==> src/rtl/glitch_pkg.sv <==
// Shared definitions for the glitch monitor: event-word sizing and a
// saturating increment used by the run-length and glitch counters.
package glitch_pkg;

    localparam int CHANNELS_DEF = 4;
    localparam int TS_W_DEF     = 12;
    localparam int EVT_W        = CHANNELS_DEF + TS_W_DEF;

    // Event word is {glitch mask, timestamp}
    function automatic int evt_width(input int channels, input int ts_w);
        return channels + ts_w;
    endfunction

    // Increment v, holding at 2^w-1 (w < 32 expected)
    function automatic logic [31:0] sat_inc(input logic [31:0] v, input int unsigned w);
        logic [31:0] max_v;
        if (w >= 32) begin
            max_v = 32'hFFFF_FFFF;
        end else begin
            max_v = (32'd1 << w) - 32'd1;
        end
        return (v >= max_v) ? v : v + 32'd1;
    endfunction

endpackage

==> src/rtl/glitch_event_fifo.sv <==
// Small event FIFO with valid/ready output. A push is accepted when not full
// or when a pop happens in the same cycle; a rejected push raises drop_o.
module glitch_event_fifo
    import glitch_pkg::*;
#(
    parameter int W     = EVT_W,
    parameter int DEPTH = 4
) (
    input  logic         clk,
    input  logic         rst_n,
    input  logic         clr_i,
    input  logic         push_i,
    input  logic [W-1:0] push_data_i,
    output logic         full_o,
    output logic         drop_o,
    output logic         valid_o,
    input  logic         ready_i,
    output logic [W-1:0] data_o
);

    localparam int AW = $clog2(DEPTH);

    logic [W-1:0] mem_q [DEPTH];
    logic [AW:0]  wr_q, wr_d;
    logic [AW:0]  rd_q, rd_d;
    logic         pop;
    logic         accept;

    // Extra pointer bit distinguishes full from empty
    assign valid_o = (wr_q != rd_q);
    assign full_o  = (wr_q[AW] != rd_q[AW]) && (wr_q[AW-1:0] == rd_q[AW-1:0]);
    assign pop     = valid_o & ready_i;
    assign accept  = push_i & (~full_o | pop);
    assign drop_o  = push_i & ~accept & ~clr_i;
    assign data_o  = mem_q[rd_q[AW-1:0]];

    always_comb begin
        wr_d = wr_q;
        rd_d = rd_q;
        if (clr_i) begin
            wr_d = '0;
            rd_d = '0;
        end else begin
            if (accept) begin
                wr_d = wr_q + {{AW{1'b0}}, 1'b1};
            end
            if (pop) begin
                rd_d = rd_q + {{AW{1'b0}}, 1'b1};
            end
        end
    end

    always_ff @(posedge clk or negedge rst_n) begin
        if (!rst_n) begin
            wr_q <= '0;
            rd_q <= '0;
        end else begin
            wr_q <= wr_d;
            rd_q <= rd_d;
        end
    end

    // Storage needs no reset; only the pointers define contents
    always_ff @(posedge clk) begin
        if (accept && !clr_i) begin
            mem_q[wr_q[AW-1:0]] <= push_data_i;
        end
    end

endmodule

==> src/rtl/glitch_monitor.sv <==
// Multi-channel glitch monitor: per-channel pulse-width tracking, saturating
// glitch counters, and a timestamped event FIFO drained by valid/ready.
module glitch_monitor
    import glitch_pkg::*;
#(
    parameter int CHANNELS = 4,
    parameter int CNT_W    = 8,
    parameter int RUN_W    = 3,
    parameter int TS_W     = 12,
    parameter int DEPTH    = 4
) (
    input  logic                               clk,
    input  logic                               rst_n,
    input  logic [CHANNELS-1:0]                in_data,
    input  logic                               en,
    input  logic [RUN_W-1:0]                   thresh,
    input  logic                               clr,
    output logic [CHANNELS*CNT_W-1:0]          counts,
    output logic                               evt_valid,
    input  logic                               evt_ready,
    output logic [evt_width(CHANNELS,TS_W)-1:0] evt_data,
    output logic                               overflow
);

    localparam int EW = evt_width(CHANNELS, TS_W);
    localparam logic [RUN_W-1:0] RUN_MAX = '1;

    logic [CHANNELS-1:0] glitch;
    logic [TS_W-1:0]     ts_q, ts_d;
    logic                overflow_q, overflow_d;
    logic                push;
    logic                fifo_full;
    logic                fifo_drop;
    logic                unused_fifo_full;

    for (genvar gi = 0; gi < CHANNELS; gi++) begin : g_ch
        logic             lvl_q, lvl_d;
        logic             armed_q, armed_d;
        logic [RUN_W-1:0] run_q, run_d;
        logic [CNT_W-1:0] count_q, count_d;
        logic             ch_edge;

        assign ch_edge = (in_data[gi] != lvl_q);
        // A saturated run length counts as longer than any threshold
        assign glitch[gi] = ch_edge & armed_q & (thresh != '0)
                          & (run_q <= thresh) & (run_q != RUN_MAX);

        assign lvl_d   = in_data[gi];
        assign armed_d = armed_q | ch_edge;
        assign run_d   = ch_edge ? RUN_W'(1) : RUN_W'(sat_inc(32'(run_q), RUN_W));

        always_comb begin
            count_d = count_q;
            if (clr) begin
                count_d = '0;
            end else if (en && glitch[gi]) begin
                count_d = CNT_W'(sat_inc(32'(count_q), CNT_W));
            end
        end

        always_ff @(posedge clk or negedge rst_n) begin
            if (!rst_n) begin
                lvl_q   <= 1'b0;
                armed_q <= 1'b0;
                run_q   <= '0;
                count_q <= '0;
            end else begin
                lvl_q   <= lvl_d;
                armed_q <= armed_d;
                run_q   <= run_d;
                count_q <= count_d;
            end
        end

        assign counts[gi*CNT_W +: CNT_W] = count_q;
    end

    assign ts_d       = ts_q + TS_W'(1);
    assign push       = en & (|glitch);
    assign overflow_d = clr ? 1'b0 : (overflow_q | fifo_drop);

    always_ff @(posedge clk or negedge rst_n) begin
        if (!rst_n) begin
            ts_q       <= '0;
            overflow_q <= 1'b0;
        end else begin
            ts_q       <= ts_d;
            overflow_q <= overflow_d;
        end
    end

    assign overflow = overflow_q;

    glitch_event_fifo #(
        .W     (EW),
        .DEPTH (DEPTH)
    ) u_fifo (
        .clk         (clk),
        .rst_n       (rst_n),
        .clr_i       (clr),
        .push_i      (push),
        .push_data_i ({glitch, ts_q}),
        .full_o      (fifo_full),
        .drop_o      (fifo_drop),
        .valid_o     (evt_valid),
        .ready_i     (evt_ready),
        .data_o      (evt_data)
    );

    // Overflow is derived from the drop flag; full is informational only
    assign unused_fifo_full = fifo_full;

endmodule

==> config.mk <==
export PLATFORM = sky130hd
export DESIGN_NAME = glitch_monitor
export DESIGN_NICKNAME = d
export VERILOG_FILES = /design/src/rtl/glitch_pkg.sv /design/src/rtl/glitch_event_fifo.sv /design/src/rtl/glitch_monitor.sv
export SDC_FILE = /design/constraint.sdc
export NUM_CORES = 1
export LEC_CHECK = 0
export ABC_AREA = 1
export CORE_MARGIN = 3
export CORE_UTILIZATION = 45
export CTS_CLUSTER_SIZE = 12
export DETAILED_ROUTE_END_ITERATION = 10
export GPL_ROUTABILITY_DRIVEN = 0
export SYNTH_ARGS = -nofsm -noshare
export SYNTH_HDL_FRONTEND = slang
export SYNTH_HIERARCHICAL = 1
export SYNTH_SLANG_ARGS = --single-unit
==> constraint.sdc <==
create_clock -name clk -period 3.25 [get_ports clk]
set_clock_uncertainty 0.2 [all_clocks]
set_input_delay 0.4875 -clock clk [delete_from_list [all_inputs] [get_ports clk]]
set_output_delay 0.4875 -clock clk [all_outputs]
set_load 0.02 [all_outputs]
==> impl_metrics.env <==
export IMPL_core_area_um2=14700
export IMPL_slew_headroom=0.361
export IMPL_fin_hold_ws_ns=0.000353
export IMPL_cp_end_kind="output port"
export IMPL_dieWidth_um=129
export IMPL_drc_errors=0
export IMPL_finalCriticalPeriod_ns=2.93
export IMPL_max_cap_viol_count=0
export IMPL_fin_crit_sh=0.901
export IMPL_drtPass1Iterations=6
export IMPL_ir_worst_vdd_uv=443
export IMPL_postCtsResizedCells=0
export IMPL_dieArea_um2=16700
export IMPL_arrival_ns=2.24
export IMPL_drt_iter0_markers=379
export IMPL_crit_start="u_fifo/rd_q[0]"
export IMPL_postCtsSetupRepairBufs=0
export IMPL_rsz0062_at_grt="false"
export IMPL_fillCellCount=1268
export IMPL_vias_per_cell=5.24
export IMPL_vias=5194
export IMPL_synth_warnings=6
export IMPL_drive_above_1_share=0.100
export IMPL_fmax_mhz=342
export IMPL_start_util=0.464
export IMPL_clk_pin_slew_worst_paths_ns=0.06
export IMPL_fp_dieH_um=129
export IMPL_fin_nets=836
export IMPL_port_buffers=61
export IMPL_cts_htree_levels=4
export IMPL_syn_nets=761
export IMPL_reg2reg_depth=12
export IMPL_wl_met3_um=605
export IMPL_tns_ns=0
export IMPL_hp_class="input pin to async pin"
export IMPL_num_rows=44
export IMPL_start_kind="register"
export IMPL_finalSetupViolCount=0
export IMPL_clock_sinks=135
export IMPL_fin_cells=991
export IMPL_reg2reg_slack_ns=0.67
export IMPL_path_class="register to output port"
export IMPL_cp_endpoint="evt_valid"
export IMPL_hold_viol=0
export IMPL_required_ns=2.56
export IMPL_dp_final_hpwl_um=10100
export IMPL_clockBufferDepth=2
export IMPL_syn_to_final_growth_pct=21.8
export IMPL_cts_tree="built"
export IMPL_leakagePower_nw=3.65
export IMPL_grt_pass1_wl_um=25100
export IMPL_avgRoutedWirePerCell_um=15.0
export IMPL_pwr_density_cell_nw_per_um2=677
export IMPL_status="completed"
export IMPL_wirelength_um=14900
export IMPL_dp_cells=959
export IMPL_met2WireLength_um=6990
export IMPL_slew_violations=0
export IMPL_cp_max_fo=34
export IMPL_grt_pass1_vias=5062
export IMPL_grt_max_degree=72
export IMPL_p_total_mw=5.62
export IMPL_grtUsageTotal=0.190
export IMPL_insertion_delay_ns=0.41
export IMPL_reg2reg_to="u_fifo/mem_q[3][9]"
export IMPL_cts_hold_buf=0
export IMPL_synth_cells=719
export IMPL_cts_made_buffers=17
export IMPL_wl_met1_um=7100
export IMPL_antenna_found_initial=0
export IMPL_clock_root_buffer="clkbuf_16"
export IMPL_antenna_left=0
export IMPL_reg2reg_from="g_ch[1].run_q[1]"
export IMPL_worst_slew_pin_slew_ns=0.958
export IMPL_ioPinCount=62
export IMPL_final_util=0.564
export IMPL_postSynthAreaPerCell_um2=9.48
export IMPL_diodes=0
export IMPL_top_layer="met4"
export IMPL_overflow=0
export IMPL_syn_area_um2=6810
==> power by group <==
group	switching [mW]	leakage [nW]	total (mW)	internal (mW)
clock network	0.741	0.281	1.90	1.16
logic	0.978	1.89	1.61	0.631
registers	0.134	1.47	2.11	1.98
==> worst min path at each step <==
stage,depth (start not counted),end,slack [ns]
2_1_floorplan,0,g_ch[0].armed_q,-0.008
3_3_place_gp,2,g_ch[1].armed_q,0.24
3_5_place_dp,2,g_ch[1].armed_q,0.24
4_1_cts,1,g_ch[3].run_q[1],0.07
5_1_grt,1,ts_q[9],0.10
6_report,1,u_fifo/rd_q[0],0.0004
==> state kept, by name (all words and copies together) (netlist names) <==
register and flops:
g_ch.count_q 32, u_fifo/wr_q 3, g_ch.armed_q 4, u_fifo/rd_q 3, g_ch.run_q 12, g_ch.lvl_q 4
u_fifo/mem_q 64, ts_q 12, overflow 1
==> worst max-delay path, cell delays in order (launching register included) <==
cell	delay (ns)
dfrtp_1	0.39
clkinv_2	0.36
nand2_1	0.19
nand2_2	0.10
nand3_2	0.14
clkdlybuf4s50_1	0.62
==> cells in the final DEF (no fill, tap or decap), drive strengths merged <==
master / instances
nor3b: 1
nor3: 14
buf: 15
clkbuf: 19
xnor2: 9
nand3: 95
clkinv: 6
xor2: 18
clkinvlp: 3
o21ai: 46
o22ai: 16
a31oi: 2
clkdlybuf4s50: 60
edfxtp: 64
dfrtp: 71
a21oi: 9
bufinv: 2
nand3b: 10
nand4: 13
ha: 30
nand2: 134
nor2: 89
inv: 81
==> through the flow <==
stage               setup slack [ns]  cell area, um2
finish                         0.323            8300
global route                   0.135            8300
CTS                            0.291            8300
detailed placement             0.138            7700
global placement               0.131            7700
floorplan                      0.166            6810
==> layer usage <==
layer	vias up	GRT usage
met5	-	0
met4	0	0.0624
met3	17	0.0445
met2	101	0.291
met1	2502	0.270
li1	2574	-
==> layout make-up <==
type | instances | area, um2 | share of cell area
flip-flops and latches | 135 | 3700 | 0.446
multi-input cells | 486 | 2730 | 0.329
repair buffers | 75 | 751 | 0.0905
clock buffers | 19 | 443 | 0.0534
inverters | 79 | 298 | 0.0359
well taps | 184 | 230 | 0.0277
clock inverters | 13 | 149 | 0.0179
No activity file was read; power rests on OpenSTA's default activity.
